==> src/rtl/axis_pattern_gen.sv <==
`default_nettype none
// ============================================================================
// Module   : axis_pattern_gen
// Purpose  : AXI4-Stream video frame source with SOF/EOF/SOL/EOL tuser markers
//            and ramp / constant / walking-one / LFSR data patterns.
// Revision : 1.0
// ============================================================================
module axis_pattern_gen #(
    parameter int AXIS_DATA_WIDTH = 64,
    parameter int AXIS_USER_WIDTH = 4,
    parameter int LINE_CNT_WIDTH  = 16,
    parameter int GAP_CNT_WIDTH   = 8
) (
    input  logic                       aclk,
    input  logic                       aclk_reset_n,
    input  logic                       cfg_start,
    input  logic                       cfg_abort,
    input  logic [1:0]                 cfg_mode,
    input  logic [LINE_CNT_WIDTH-1:0]  cfg_beats_per_line,
    input  logic [LINE_CNT_WIDTH-1:0]  cfg_lines_per_frame,
    input  logic [7:0]                 cfg_frames,
    input  logic [GAP_CNT_WIDTH-1:0]   cfg_line_gap,
    input  logic [31:0]                cfg_seed,
    output logic                       busy,
    output logic                       cfg_err,
    output logic                       frame_done,
    output logic [15:0]                frame_count,
    output logic [AXIS_DATA_WIDTH-1:0] m_axis_tdata,
    output logic                       m_axis_tvalid,
    input  logic                       m_axis_tready,
    output logic                       m_axis_tlast,
    output logic [AXIS_USER_WIDTH-1:0] m_axis_tuser
);
    localparam int              c_NB        = AXIS_DATA_WIDTH / 8;
    localparam int              c_WW        = $clog2(AXIS_DATA_WIDTH);
    localparam logic [c_WW-1:0] c_WALK_MAX  = c_WW'(AXIS_DATA_WIDTH - 1);
    localparam logic [7:0]      c_NB8       = 8'(c_NB);
    localparam logic [1:0]      c_MODE_RAMP = 2'd0;
    localparam logic [1:0]      c_MODE_CONST = 2'd1;
    localparam logic [1:0]      c_MODE_WALK = 2'd2;

    typedef enum logic [1:0] {
        S_IDLE = 2'd0,
        S_LINE = 2'd1,
        S_GAP  = 2'd2
    } state_t;

    state_t                     r_state;
    logic                       r_valid;
    logic                       r_busy;
    logic                       r_err;
    logic                       r_done;
    logic                       r_abort_pend;
    logic [15:0]                r_fcount;
    logic [1:0]                 r_mode;
    logic [31:0]                r_seed;
    logic [31:0]                r_lfsr;
    logic [LINE_CNT_WIDTH-1:0]  r_beats;
    logic [LINE_CNT_WIDTH-1:0]  r_lines;
    logic [LINE_CNT_WIDTH-1:0]  r_beat;
    logic [LINE_CNT_WIDTH-1:0]  r_line;
    logic [c_WW-1:0]            r_walk;
    logic [7:0]                 r_frames;
    logic [7:0]                 r_frames_left;
    logic [GAP_CNT_WIDTH-1:0]   r_gap;
    logic [GAP_CNT_WIDTH-1:0]   r_gap_cnt;

    logic                       w_hs;
    logic                       w_last_beat;
    logic                       w_last_line;
    logic                       w_more_frames;
    logic                       w_abort;
    logic [31:0]                w_lfsr_next;
    logic [7:0]                 w_ramp_base;
    logic [AXIS_DATA_WIDTH-1:0] w_data;
    logic [AXIS_USER_WIDTH-1:0] w_user;

    assign w_hs          = r_valid & m_axis_tready;
    assign w_last_beat   = (r_beat == r_beats - LINE_CNT_WIDTH'(1));
    assign w_last_line   = (r_line == r_lines - LINE_CNT_WIDTH'(1));
    assign w_more_frames = (r_frames == 8'd0) || (r_frames_left != 8'd1);
    assign w_abort       = cfg_abort | r_abort_pend;
    assign w_lfsr_next   = {r_lfsr[30:0], r_lfsr[31] ^ r_lfsr[21] ^ r_lfsr[1] ^ r_lfsr[0]};

    always_ff @(posedge aclk or negedge aclk_reset_n) begin
        if (!aclk_reset_n) begin
            r_state       <= S_IDLE;
            r_valid       <= 1'b0;
            r_busy        <= 1'b0;
            r_err         <= 1'b0;
            r_done        <= 1'b0;
            r_abort_pend  <= 1'b0;
            r_fcount      <= '0;
            r_mode        <= '0;
            r_seed        <= '0;
            r_lfsr        <= '0;
            r_beats       <= '0;
            r_lines       <= '0;
            r_beat        <= '0;
            r_line        <= '0;
            r_walk        <= '0;
            r_frames      <= '0;
            r_frames_left <= '0;
            r_gap         <= '0;
            r_gap_cnt     <= '0;
        end else begin
            r_err  <= 1'b0;
            r_done <= 1'b0;
            case (r_state)
                S_IDLE: begin
                    // Abort has priority over a coincident start.
                    if (cfg_start && !cfg_abort) begin
                        if (cfg_beats_per_line == '0 || cfg_lines_per_frame == '0) begin
                            r_err <= 1'b1;
                        end else begin
                            r_state       <= S_LINE;
                            r_valid       <= 1'b1;
                            r_busy        <= 1'b1;
                            r_abort_pend  <= 1'b0;
                            r_fcount      <= '0;
                            r_mode        <= cfg_mode;
                            r_seed        <= cfg_seed;
                            r_lfsr        <= (cfg_seed == 32'd0) ? 32'h1 : cfg_seed;
                            r_beats       <= cfg_beats_per_line;
                            r_lines       <= cfg_lines_per_frame;
                            r_beat        <= '0;
                            r_line        <= '0;
                            r_walk        <= '0;
                            r_frames      <= cfg_frames;
                            r_frames_left <= cfg_frames;
                            r_gap         <= cfg_line_gap;
                        end
                    end
                end
                S_LINE: begin
                    if (w_hs) begin
                        r_lfsr <= w_lfsr_next;
                        if (w_last_beat) begin
                            r_beat <= '0;
                            r_walk <= '0;
                            if (w_last_line) begin
                                r_line   <= '0;
                                r_done   <= 1'b1;
                                r_fcount <= r_fcount + 16'd1;
                                if (r_frames != 8'd0)
                                    r_frames_left <= r_frames_left - 8'd1;
                            end else begin
                                r_line <= r_line + LINE_CNT_WIDTH'(1);
                            end
                        end else begin
                            r_beat <= r_beat + LINE_CNT_WIDTH'(1);
                            r_walk <= (r_walk == c_WALK_MAX) ? '0 : r_walk + c_WW'(1);
                        end
                        if (w_abort || (w_last_beat && w_last_line && !w_more_frames)) begin
                            r_state      <= S_IDLE;
                            r_valid      <= 1'b0;
                            r_busy       <= 1'b0;
                            r_abort_pend <= 1'b0;
                        end else if (w_last_beat && r_gap != '0) begin
                            r_state   <= S_GAP;
                            r_valid   <= 1'b0;
                            r_gap_cnt <= r_gap;
                        end
                    end else if (cfg_abort) begin
                        // Remember the abort until the stalled beat is taken.
                        r_abort_pend <= 1'b1;
                    end
                end
                S_GAP: begin
                    if (cfg_abort) begin
                        r_state <= S_IDLE;
                        r_busy  <= 1'b0;
                    end else if (r_gap_cnt == GAP_CNT_WIDTH'(1)) begin
                        r_state <= S_LINE;
                        r_valid <= 1'b1;
                    end else begin
                        r_gap_cnt <= r_gap_cnt - GAP_CNT_WIDTH'(1);
                    end
                end
                default: begin
                    r_state <= S_IDLE;
                    r_valid <= 1'b0;
                    r_busy  <= 1'b0;
                end
            endcase
        end
    end

    always_comb begin
        w_data      = '0;
        w_ramp_base = 8'(r_fcount) + 8'(r_line) + 8'(r_beat) * c_NB8;
        case (r_mode)
            c_MODE_RAMP: begin
                for (int k = 0; k < c_NB; k++)
                    w_data[8*k +: 8] = w_ramp_base + 8'(k);
            end
            c_MODE_CONST: begin
                for (int i = 0; i < AXIS_DATA_WIDTH; i++)
                    w_data[i] = r_seed[i[4:0]];
            end
            c_MODE_WALK: begin
                w_data[r_walk] = 1'b1;
            end
            default: begin
                for (int i = 0; i < AXIS_DATA_WIDTH; i++)
                    w_data[i] = r_lfsr[i[4:0]];
            end
        endcase
    end

    always_comb begin
        w_user    = '0;
        w_user[0] = (r_line == '0) && (r_beat == '0);
        w_user[1] = w_last_line && w_last_beat;
        w_user[2] = (r_beat == '0);
        w_user[3] = w_last_beat;
    end

    assign m_axis_tdata  = r_valid ? w_data : '0;
    assign m_axis_tuser  = r_valid ? w_user : '0;
    assign m_axis_tlast  = r_valid & w_last_beat;
    assign m_axis_tvalid = r_valid;
    assign busy          = r_busy;
    assign cfg_err       = r_err;
    assign frame_done    = r_done;
    assign frame_count   = r_fcount;

endmodule
`default_nettype wire

==> config.mk <==
export PLATFORM = sky130hd
export DESIGN_NAME = axis_pattern_gen
export DESIGN_NICKNAME = d
export VERILOG_FILES = /design/src/rtl/axis_pattern_gen.sv
export SDC_FILE = /design/constraint.sdc
export NUM_CORES = 1
export LEC_CHECK = 0
export ABC_CLOCK_PERIOD_IN_PS = 6150
export CAP_MARGIN = 20
export CORE_MARGIN = 8
export CORE_UTILIZATION = 27
export DETAILED_ROUTE_END_ITERATION = 12
export HOLD_SLACK_MARGIN = 0.05
export PLACE_DENSITY = 0.56
export SLEW_MARGIN = 40
export SYNTH_ARGS = -nofsm -noshare
export SYNTH_HDL_FRONTEND = slang
export SYNTH_SLANG_ARGS = --single-unit
==> constraint.sdc <==
create_clock -name aclk -period 6.15 [get_ports aclk]
set_clock_uncertainty 0.15 [all_clocks]
set_input_delay 1.845 -clock aclk [delete_from_list [all_inputs] [get_ports aclk]]
set_output_delay 1.845 -clock aclk [all_outputs]
set_load 0.05 [all_outputs]
=== Yosys cells after proc, flatten, opt, wreduce, memory -nomap -nowiden ===
Index checks and enable logic that the tools add are counted.

* Register bits after elaboration: 191
* Input port bits: 87
* Logic and storage cells: 178
* Output and inout bits: 89

* Add/sub/neg operators: 17
* Equal/unequal tests: 26
* Order comparisons: 2
* Bitwise gates (word level): 7
* Multiplexer cells: 74
* Reduce and logical (&&, ||, !) cells: 33

{| class="wikitable"
|+ Operators with widths
! kind !! count
|-
| one-hot mux 64 bit (3 select lines) || 1
|-
| two-way mux 16 bit || 10
|-
| two-way mux 32 bit || 4
|-
| one-hot mux 16 bit (2 select lines) || 3
|-
| two-way mux 8 bit || 11
|-
| zero test 16 bit || 4
|-
| two-way mux 64 bit || 1
|-
| one-hot mux 32 bit (2 select lines) || 1
|-
| adder 16 x 1 -> 16 bit (second input constant) || 3
|-
| adder 8 x 3 -> 8 bit (second input constant) || 4
|-
| == test 16 bit || 2
|-
| zero test 32 bit || 1
|-
| one-hot mux 8 bit (2 select lines) || 2
|-
| subtractor 16 x 1 -> 16 bit (second input constant) || 2
|-
| two-way mux 6 bit || 5
|-
| inequality test 2 bit (second input constant) || 13
|-
| two-way mux 1 bit || 22
|-
| AND reduction 5 bit || 4
|-
| AND reduction 6 bit || 3
|-
| adder 8 x 2 -> 8 bit (second input constant) || 2
|-
| adder 8 bit || 2
|-
| nonzero test 8 bit || 2
|-
| subtractor 8 x 1 -> 8 bit (second input constant) || 2
|-
| two-way mux 2 bit || 7
|-
| other kinds (29) || 48
|}

=== Depth between registers and ports, before layout ===
Gate-level depths: netlist (run 1).

* Depth in word-level cells: 8
* Gate-level depth with buffers: 13
* Gate-level depth less buffers: 12

=== Worst setup path after synthesis (run 1) ===
No wires, ideal clock.

* Path type: reg-to-output
* Start point: reg r_fcount[3], in the netlist frame_count[3]
* End point: out m_axis_tdata[13]
* Buffers on the path: 1
* Required time: 4.155 ns
* Stages on the path, launching flop included: 13
* Setup slack: -0.012 ns
* Arrival time: 4.167 ns
* Cells stage by stage: dfrtp_1 inv_1 fa_1 inv_1 ha_1 nor2b_1 o21ai_0 nand2_1 xnor2_1 clkbuf_1 xnor2_1 o21ai_0 a211oi_1

* Word-level cells in the longest chain between the ends: 5

{| class="wikitable"
|+ RTL lines
! element !! line !! RTL
|-
| start, declared || 54 || <nowiki>logic [15:0] r_fcount;</nowiki>
|-
| start signal, assigned || 144 || <nowiki>r_fcount <= r_fcount + 16'd1;</nowiki>
|-
| adder 8 bit (2 in a row) || 191 || <nowiki>w_ramp_base = 8'(r_fcount) + 8'(r_line) + 8'(r_beat) * c_NB8;</nowiki>
|-
| adder 8 x 1 -> 8 bit || 195 || <nowiki>w_data[8*k +: 8] = w_ramp_base + 8'(k);</nowiki>
|-
| one-hot mux 64 bit (3 select lines) || 192 || <nowiki>case (r_mode)</nowiki>
|-
| two-way mux 64 bit || 219 || <nowiki>assign m_axis_tdata = r_valid ? w_data : '0;</nowiki>
|-
| end, declared || 28 || <nowiki>output logic [AXIS_DATA_WIDTH-1:0] m_axis_tdata,</nowiki>
|}

Every way passes these cells.

=== Worst setup path after layout (run 1) ===
* Start point: reg r_beats[0]
* End point: out m_axis_tuser[3]

* Word-level cells in the longest chain between the ends: 3

{| class="wikitable"
|+ RTL lines
! element !! line !! RTL
|-
| start, declared || 58 || <nowiki>logic [LINE_CNT_WIDTH-1:0] r_beats;</nowiki>
|-
| start signal, assigned || 124 || <nowiki>r_beats <= cfg_beats_per_line;</nowiki>
|-
| subtractor 16 x 1 -> 16 bit || 79 || <nowiki>assign w_last_beat = (r_beat == r_beats - LINE_CNT_WIDTH'(1));</nowiki>
|-
| == test 16 bit || 79 ||
|-
| two-way mux 4 bit || 220 || <nowiki>assign m_axis_tuser = r_valid ? w_user : '0;</nowiki>
|-
| end, declared || 32 || <nowiki>output logic [AXIS_USER_WIDTH-1:0] m_axis_tuser</nowiki>
|}

Every way passes these cells.

==> flow_summary.html, run 1 <==
<table>
<tr><th>Metric</th><th>Value</th></tr>
<tr><th colspan="2">Status</th></tr>
<tr><td>Outcome</td><td>completed</td></tr>
<tr><th colspan="2">STA</th></tr>
<tr><td>Number of hold violations in the final report</td><td>0</td></tr>
<tr><td>Worst-margin pin slew</td><td>0.8577 ns</td></tr>
<tr><td>Maximum frequency from static timing analysis</td><td>169.7 MHz</td></tr>
<tr><td>Max-slew violation total from the final report</td><td>0</td></tr>
<tr><td>Worst Setup Slack, final</td><td>0.2558 ns</td></tr>
<tr><td>Min cycle time layout</td><td>5.894 ns</td></tr>
<tr><td>Total negative slack</td><td>0 ns</td></tr>
<tr><td>Share of the clock period used by the worst path after layout</td><td>95.84%</td></tr>
<tr><td>Unrepaired setup endpoints after global routing</td><td>no</td></tr>
<tr><td>Final setup fails</td><td>0</td></tr>
<tr><td>Max-slew headroom at the worst pin</td><td>42.21%</td></tr>
<tr><td>Worst hold margin</td><td>0.3260 ns</td></tr>
<tr><th colspan="2">Worst setup path</th></tr>
<tr><td>Maximum fanout along the worst path</td><td>10</td></tr>
<tr><td>Crit path max-delay cell type</td><td>sky130_fd_sc_hd__clkdlybuf4s50_1</td></tr>
<tr><td>WP data required</td><td>4.16 ns</td></tr>
<tr><td>Kind of start point of the critical path</td><td>flip-flop</td></tr>
<tr><td>CP Class</td><td>flip-flop to output port</td></tr>
<tr><td>CP endpoint kind</td><td>output port</td></tr>
<tr><td>Signal arrival time at the worst endpoint</td><td>3.90 ns</td></tr>
<tr><td>Worst path cell trace</td><td>inv_1, ha_1, nor3b_4, nor2_1, o32a_1, a211o_1, nor4_4, and2_1, clkdlybuf4s50_1</td></tr>
<tr><td>Largest stage delay, worst path</td><td>0.82 ns</td></tr>
<tr><th colspan="2">Global routing</th></tr>
<tr><td>Via count of the first global-routing pass</td><td>12990</td></tr>
<tr><td>Number of antenna violations at the first check in global routing</td><td>0</td></tr>
<tr><td>Largest net degree at the start of global routing</td><td>115</td></tr>
<tr><td>Global-route wire length before repair</td><td>79370 microns</td></tr>
<tr><td>Grt total ovfl</td><td>0</td></tr>
<tr><td>GR Util All Layers</td><td>17.85%</td></tr>
<tr><th colspan="2">Die</th></tr>
<tr><td>Boundary Pins</td><td>176</td></tr>
<tr><td>Effective utilization at floorplan</td><td>27.12%</td></tr>
<tr><td>Number of rows in the core area</td><td>81</td></tr>
<tr><td>Total Die Area</td><td>55970 sq um</td></tr>
<tr><td>Height of the die</td><td>236.6 microns</td></tr>
<tr><td>Placeable core region</td><td>48440 sq um</td></tr>
<tr><td>Die Width</td><td>236.6 microns</td></tr>
<tr><th colspan="2">Clock tree</th></tr>
<tr><td>CTS-repair resized insts</td><td>2</td></tr>
<tr><td>Clock sink count</td><td>191</td></tr>
<tr><td>Number of hold buffers added after cts</td><td>0</td></tr>
<tr><td>Longest Clk Path Bufs</td><td>2</td></tr>
<tr><td>Worst-path clk slew</td><td>0.07 ns</td></tr>
<tr><td>H-tree Lvls</td><td>4</td></tr>
<tr><td>Insertion delay to the later sink of the worst-skew pair</td><td>0.46 ns</td></tr>
<tr><td>Clock tree from TritonCTS</td><td>done</td></tr>
<tr><td>Total clock buffers created by CTS</td><td>17</td></tr>
<tr><td>Cell at the root of the clock tree</td><td>sky130_fd_sc_hd__clkbuf_16</td></tr>
<tr><td>Number of post-CTS setup repair buffers</td><td>0</td></tr>
<tr><th colspan="2">Synthesis</th></tr>
<tr><td>Synthesis warning total</td><td>0</td></tr>
<tr><td>Sequential element share of the synthesized area</td><td>36.38%</td></tr>
<tr><td>Post-synthesis average cell area</td><td>7.792 sq um</td></tr>
<tr><td>Synthesized flop and latch total</td><td>191</td></tr>
<tr><td>Post-Synthesis Cells</td><td>1686</td></tr>
<tr><td>Number of flops mapped to enable cells by yosys</td><td>0</td></tr>
<tr><td>Summed instance area of the synthesized netlist</td><td>13140 sq um</td></tr>
<tr><td>Share of flip-flops with an asynchronous set or reset after synthesis</td><td>100.0%</td></tr>
<tr><td>Most used flip-flop cell after synthesis</td><td>sky130_fd_sc_hd__dfrtp_1</td></tr>
<tr><td>Number of distinct library cells after synthesis</td><td>86</td></tr>
<tr><td>Synth Net Count</td><td>1809</td></tr>
<tr><th colspan="2">Power and ir drop</th></tr>
<tr><td>Static leakage</td><td>6.788 nW</td></tr>
<tr><td>IR drop worst, VDD</td><td>0.2704 mV</td></tr>
<tr><td>Power density over the cells</td><td>525.1 nW/um^2</td></tr>
<tr><th colspan="2">Routing</th></tr>
<tr><td>Via/cell ratio</td><td>5.395</td></tr>
<tr><td>Remaining number of nets flagged by the antenna check after routing</td><td>0</td></tr>
<tr><td>Per-cell routed wire length</td><td>20.87 microns</td></tr>
<tr><td>Detailed Route WL</td><td>51080 microns</td></tr>
<tr><td>Number of remaining DRC errors</td><td>0</td></tr>
<tr><td>Overall via count from detail_route</td><td>13200</td></tr>
<tr><td>Length of the first detailed-routing pass in iterations</td><td>6</td></tr>
<tr><td>DRT iter0 DRCs</td><td>1414</td></tr>
<tr><th colspan="2">Cells and area</th></tr>
<tr><td>Leading cell type in the layout, fill and taps excluded</td><td>sky130_fd_sc_hd__nand2_1</td></tr>
<tr><td>Final antenna diode count</td><td>0</td></tr>
<tr><td>Util after Layout</td><td>33.95%</td></tr>
<tr><td>Most frequent cells in the layout</td><td>sky130_fd_sc_hd__nand2_1 (413), sky130_fd_sc_hd__dfrtp_1 (190), sky130_fd_sc_hd__clkdlybuf4s50_1 (136)</td></tr>
<tr><td>Final Net Count</td><td>1936</td></tr>
<tr><td>Synth-to-Final Area Change</td><td>25.19%</td></tr>
<tr><td>Share of post-route cells with drive strength above 1</td><td>8.329%</td></tr>
<tr><td>Number of standard cells in the layout, taps in and fillers out</td><td>2447</td></tr>
<tr><th colspan="2">Place</th></tr>
<tr><td>Placed Cells incl. Taps</td><td>2416</td></tr>
<tr><td>Hpwl dp</td><td>38070 microns</td></tr>
<tr><td>Final weighted congestion in routability-driven placement</td><td>0.9176</td></tr>
<tr><td>Post-place setup slack</td><td>0.2885 ns</td></tr>
<tr><td>Port Buffers</td><td>175</td></tr>
<tr><th colspan="2">Hold path</th></tr>
<tr><td>Type of the worst min-delay path</td><td>flip-flop to flip-flop</td></tr>
<tr><th colspan="2">Run</th></tr>
<tr><td>Count of maximum capacitance violations</td><td>0</td></tr>
</table>
worst max-delay path, delay by kind of cell (launching register included):
| kind | cells | cell delay, ns |
|---|---|---|
| adders and majority gates | 1 | 0.23 |
| AOI/OAI and AO/OA | 2 | 0.67 |
| and+or+nand+nor | 4 | 1.14 |
| buffers and inverters | 2 | 0.93 |
| DFF | 1 | 0.48 |
state kept, by name, indices dropped and copies added, names as in the netlist:
signal / cells
r_lfsr: 32
r_seed: 32
frame_count: 16
r_beat: 16
r_beats: 16
r_line: 16
r_lines: 16
r_frames: 8
r_frames_left: 8
r_gap: 8
r_gap_cnt: 8
r_walk: 6
r_mode: 2
r_state: 2
busy: 1
cfg_err: 1
frame_done: 1
m_axis_tvalid: 1
r_abort_pend: 1
per-stage QoR:
stage | cell area (sq um) | power, mW
floorplan | 13150 | 5.463
finish | 16450 | 8.637
global placement | 15760 | 7.349
CTS | 16380 | 8.585
detailed placement | 15800 | 7.416
global route | 16450 | 9.171
routing by layer:
layer / part of all wire [%] / vias up / global-route usage, %
met2: 44 / 553 / 27.57
li1: - / 6185 / -
met1: 47 / 6399 / 25.08
met3: 6.2 / 64 / 3.290
met4: 2.7 / 0 / 5.336
met5: 0 / - / 0
Yosys cell counts (15+ instances only):
cell,number,area [sq um]
sky130_fd_sc_hd__nand2_1,415,1558
sky130_fd_sc_hd__dfrtp_1,191,4780
sky130_fd_sc_hd__nor2_1,124,465.5
sky130_fd_sc_hd__o21ai_0,112,560.5
sky130_fd_sc_hd__a21oi_1,95,475.5
sky130_fd_sc_hd__clkbuf_1,81,304.0
sky130_fd_sc_hd__xnor2_1,62,543.0
sky130_fd_sc_hd__a31oi_1,54,337.8
sky130_fd_sc_hd__nor4_1,39,244.0
sky130_fd_sc_hd__inv_1,38,142.6
sky130_fd_sc_hd__nor3_1,35,175.2
sky130_fd_sc_hd__nand3_1,33,165.2
sky130_fd_sc_hd__ha_1,31,387.9
sky130_fd_sc_hd__and3_1,29,181.4
sky130_fd_sc_hd__xor2_1,29,254.0
sky130_fd_sc_hd__o31ai_1,17,127.6
sky130_fd_sc_hd__or4_1,17,127.6
sky130_fd_sc_hd__nand4_1,16,100.1
sky130_fd_sc_hd__a22o_1,15,131.4
logic make-up (layout without fill, tap and decap cells):
family | Yosys count | after routing | share of synthesized area, %
AO/OA/AOI/OAI | 402 | 402 | 19.26
XOR/XNOR | 91 | 91 | 6.067
AND/OR/NAND/NOR | 808 | 808 | 29.07
buffers and inverters | 144 | 283 | 4.429
multiplexers | 14 | 14 | 1.086
adder cells (fa/ha/maj) | 36 | 36 | 3.714
flip-flops | 191 | 191 | 36.38
cell type report:
cell class	count	area [sq um]
Tap cell	622	778.2
Clock inverter	7	77.57
Fill cell	5053	32000
Inverter	39	146.4
Multi-Input combinational cell	1351	7889
Sequential cell	191	4781
Timing Repair Buffer	213	2283
Clock buffer	24	491.7
worst paths after layout:
path                               from          endpoint  slack, ns  cells after the start
max                          r_beats[0]   m_axis_tuser[3]       0.26                      9
min                          r_seed[31]        r_seed[31]       0.33                      2
max reg2reg                  r_beats[0]  r_frames_left[1]       2.05                     11
min reg2reg                  r_seed[31]        r_seed[31]       0.33                      2
max in group asynchronous  aclk_reset_n       r_beats[10]       3.53                      2
min in group asynchronous  aclk_reset_n        r_seed[23]       1.24                      1
where the power goes:
group	internal (mW)	total, mW	switching (mW)
combinational	1.84	5.19	3.35
sequential	1.69	2.30	0.609
clock	0.605	1.15	0.541
Note: power is estimated with default switching activity, not from simulation.
==> run 2: changes to the inputs <==
Settings changed: PLACE_DENSITY 0.56 to 0.51.
==> run 2 against run 1 <==
- power shrank 0.48%
- first-iteration DRC count shrank 4.0%
- non-clock buffer count shrank 1
- die area is the same
- largest power group unchanged
==> flow_summary.html, run 2 (synthesis results as in run 1) <==
<table>
<tr><th>Metric</th><th>Value</th></tr>
<tr><th colspan="2">Routing</th></tr>
<tr><td>Number of remaining DRC errors</td><td>0</td></tr>
<tr><td>Remaining number of nets flagged by the antenna check after routing</td><td>0</td></tr>
<tr><td>Overall via count from detail_route</td><td>13130</td></tr>
<tr><td>Per-cell routed wire length</td><td>20.90 microns</td></tr>
<tr><td>Length of the first detailed-routing pass in iterations</td><td>5</td></tr>
<tr><td>DRT iter0 DRCs</td><td>1357</td></tr>
<tr><td>Detailed Route WL</td><td>51170 microns</td></tr>
<tr><td>Via/cell ratio</td><td>5.362</td></tr>
<tr><th colspan="2">Cells and area</th></tr>
<tr><td>Most frequent cells in the layout</td><td>sky130_fd_sc_hd__nand2_1 (413), sky130_fd_sc_hd__dfrtp_1 (188), sky130_fd_sc_hd__clkdlybuf4s50_1 (132)</td></tr>
<tr><td>Final Net Count</td><td>1935</td></tr>
<tr><td>Area of the multi-input gates</td><td>7909 sq um</td></tr>
<tr><td>Largest registers</td><td>r_lfsr (32), r_seed (32)</td></tr>
<tr><td>Leading cell type in the layout, fill and taps excluded</td><td>sky130_fd_sc_hd__nand2_1</td></tr>
<tr><td>Number of standard cells in the layout, taps in and fillers out</td><td>2448</td></tr>
<tr><td>Total non-filler cell area in the finished layout</td><td>16430 sq um</td></tr>
<tr><td>Share of post-route cells with drive strength above 1</td><td>8.822%</td></tr>
<tr><td>Storage cell area</td><td>4783 sq um</td></tr>
<tr><td>Filler Cells Inserted</td><td>5172</td></tr>
<tr><td>Synth-to-Final Area Change</td><td>25.06%</td></tr>
<tr><td>Util after Layout</td><td>33.91%</td></tr>
<tr><th colspan="2">STA</th></tr>
<tr><td>Min cycle time layout</td><td>5.959 ns</td></tr>
<tr><td>Final setup fails</td><td>0</td></tr>
<tr><td>Worst Setup Slack, final</td><td>0.1908 ns</td></tr>
<tr><td>Max-slew headroom at the worst pin</td><td>45.89%</td></tr>
<tr><td>Max-slew violation total from the final report</td><td>0</td></tr>
<tr><td>Worst hold margin</td><td>0.3281 ns</td></tr>
<tr><td>Total negative slack</td><td>0 ns</td></tr>
<tr><td>Maximum frequency from static timing analysis</td><td>167.8 MHz</td></tr>
<tr><td>Worst-margin pin slew</td><td>0.8032 ns</td></tr>
<tr><td>Share of the clock period used by the worst path after layout</td><td>96.90%</td></tr>
<tr><td>Number of hold violations in the final report</td><td>0</td></tr>
<tr><th colspan="2">Global routing</th></tr>
<tr><td>Global-route wire length before repair</td><td>79190 microns</td></tr>
<tr><td>Grt total ovfl</td><td>0</td></tr>
<tr><td>GR Util All Layers</td><td>18.00%</td></tr>
<tr><td>Number of antenna violations at the first check in global routing</td><td>2</td></tr>
<tr><td>Largest net degree at the start of global routing</td><td>79</td></tr>
<tr><td>Via count of the first global-routing pass</td><td>13000</td></tr>
<tr><th colspan="2">Die</th></tr>
<tr><td>Height of the die</td><td>236.6 microns</td></tr>
<tr><td>Boundary Pins</td><td>176</td></tr>
<tr><td>Total Die Area</td><td>55970 sq um</td></tr>
<tr><td>Die Width</td><td>236.6 microns</td></tr>
<tr><td>Placeable core region</td><td>48440 sq um</td></tr>
<tr><td>Effective utilization at floorplan</td><td>27.12%</td></tr>
<tr><td>Number of rows in the core area</td><td>81</td></tr>
<tr><th colspan="2">Worst setup path</th></tr>
<tr><td>Endpoint of the most critical register-to-register path</td><td>r_gap_cnt[2]</td></tr>
<tr><td>CP endpoint kind</td><td>output port</td></tr>
<tr><td>Kind of start point of the critical path</td><td>flip-flop</td></tr>
<tr><td>Worst path cell trace</td><td>ha_1, ha_1, inv_1, fa_1, buf_4, xnor2_1, nand2_1, a31oi_1, clkdlybuf4s50_1</td></tr>
<tr><td>Bufs and invs on worst path</td><td>3</td></tr>
<tr><td>Number of cells on the worst reg-to-reg path</td><td>10</td></tr>
<tr><td>Crit path max-delay cell type</td><td>sky130_fd_sc_hd__clkdlybuf4s50_1</td></tr>
<tr><td>WP data required</td><td>4.16 ns</td></tr>
<tr><td>Cell family with most CP delay</td><td>buffers and inverters</td></tr>
<tr><td>Startpoint of the most critical register-to-register path</td><td>r_beats[0]</td></tr>
<tr><td>CP Class</td><td>flip-flop to output port</td></tr>
<tr><td>Most frequent cell on the critical path</td><td>sky130_fd_sc_hd__ha_1</td></tr>
<tr><td>Largest stage delay, worst path</td><td>0.89 ns</td></tr>
<tr><td>Signal arrival time at the worst endpoint</td><td>3.96 ns</td></tr>
<tr><td>R2R Setup Slk</td><td>2.17 ns</td></tr>
<tr><td>Maximum fanout along the worst path</td><td>7</td></tr>
<tr><th colspan="2">Power and ir drop</th></tr>
<tr><td>Overall power</td><td>8.596 mW</td></tr>
<tr><td>IR drop worst, VDD</td><td>0.2882 mV</td></tr>
<tr><td>Power density over the cells</td><td>523.2 nW/um^2</td></tr>
<tr><td>Static leakage</td><td>6.832 nW</td></tr>
<tr><th colspan="2">Place</th></tr>
<tr><td>Port Buffers</td><td>175</td></tr>
<tr><td>Final weighted congestion in routability-driven placement</td><td>0.9407</td></tr>
<tr><td>Placed Cells incl. Taps</td><td>2415</td></tr>
<tr><td>Hpwl dp</td><td>38360 microns</td></tr>
<tr><td>Placed standard-cell area</td><td>15750 sq um</td></tr>
<tr><td>Post-place setup slack</td><td>0.2863 ns</td></tr>
<tr><th colspan="2">Clock tree</th></tr>
<tr><td>Insertion delay to the later sink of the worst-skew pair</td><td>0.48 ns</td></tr>
<tr><td>Number of post-CTS setup repair buffers</td><td>0</td></tr>
<tr><td>Cell at the root of the clock tree</td><td>sky130_fd_sc_hd__clkbuf_16</td></tr>
<tr><td>Total clock buffers created by CTS</td><td>17</td></tr>
<tr><td>H-tree Lvls</td><td>4</td></tr>
<tr><td>Worst-path clk slew</td><td>0.07 ns</td></tr>
<tr><td>Number of hold buffers added after cts</td><td>0</td></tr>
<tr><td>Longest Clk Path Bufs</td><td>2</td></tr>
<tr><td>Clock tree from TritonCTS</td><td>done</td></tr>
<tr><td>Clock sink count</td><td>191</td></tr>
<tr><th colspan="2">Run</th></tr>
<tr><td>Count of maximum capacitance violations</td><td>0</td></tr>
<tr><th colspan="2">Hold path</th></tr>
<tr><td>Type of the worst min-delay path</td><td>flip-flop to flip-flop</td></tr>
<tr><td>Hold wc startpoint</td><td>r_seed[17]</td></tr>
<tr><td>Worst Hold Depth</td><td>2</td></tr>
<tr><td>End of the worst hold path</td><td>r_seed[17]</td></tr>
<tr><th colspan="2">Status</th></tr>
<tr><td>Outcome</td><td>completed</td></tr>
</table>
-- run 2: changes by cell type in the layout (fill, tap and decap cells not counted), sizes merged, moves of 2 or more --
| cell | before | now |
|---|---|---|
| clkinvlp | 3 | 1 |
| clkinv | 1 | 8 |
| dlymetal6s2s | 1 | 4 |
| clkbuf | 25 | 21 |
| clkdlybuf4s50 | 136 | 132 |
-- run 2: final cells by class --
type | instances | area share (%)
antenna | 1 | 0.01523
clock buffer | 19 | 2.635
clock inverter | 13 | 0.8529
inverter | 39 | 0.8910
multi-input combinational | 1351 | 48.14
sequential | 191 | 29.11
tap | 622 | 4.737
timing repair buffer | 212 | 13.62
-- run 2: tightest hold or removal path, stage by stage (launching register included) --
cell	delay, ns
sky130_fd_sc_hd__dfrtp_1	0.34
sky130_fd_sc_hd__nand2_1	0.05
sky130_fd_sc_hd__nand2_1	0.06
-- run 2: repair_timing --
| item | CTS | global route |
|---|---|---|
| resized for setup | 2 | 24 |
| setup endpoints to repair | 10 | 23 |
| pin swaps | 0 | 1 |
-- run 2: power by group --
| group | leakage, nW | switching (mW) | internal [mW] |
|---|---|---|---|
| sequential | 2.39 | 0.620 | 1.69 |
| combinational | 4.16 | 3.32 | 1.82 |
| clock | 0.284 | 0.541 | 0.600 |
-- run 2: worst max-delay path by stage --
stage	cells after the start	startpoint	end
after CTS	13	r_beat[0]	m_axis_tdata[62]
final	9	r_line[1]	m_axis_tdata[58]
after global routing	13	r_line[3]	m_axis_tdata[38]
after floorplan	13	frame_count[1]	m_axis_tdata[12]
after detailed placement	11	r_beat[0]	m_axis_tdata[15]
after global placement	11	r_beat[0]	m_axis_tdata[15]
-- run 2: layer usage --
layer	part of all wire [%]	vias to the layer above	global-route usage (%)	wire, microns
met5	0.023	-	0	12
met4	2.8	2	6.104	1410
met3	7.1	73	4.208	3636
met2	43	482	26.93	22150
met1	47	6380	25.19	23970
li1	-	6189	-	-
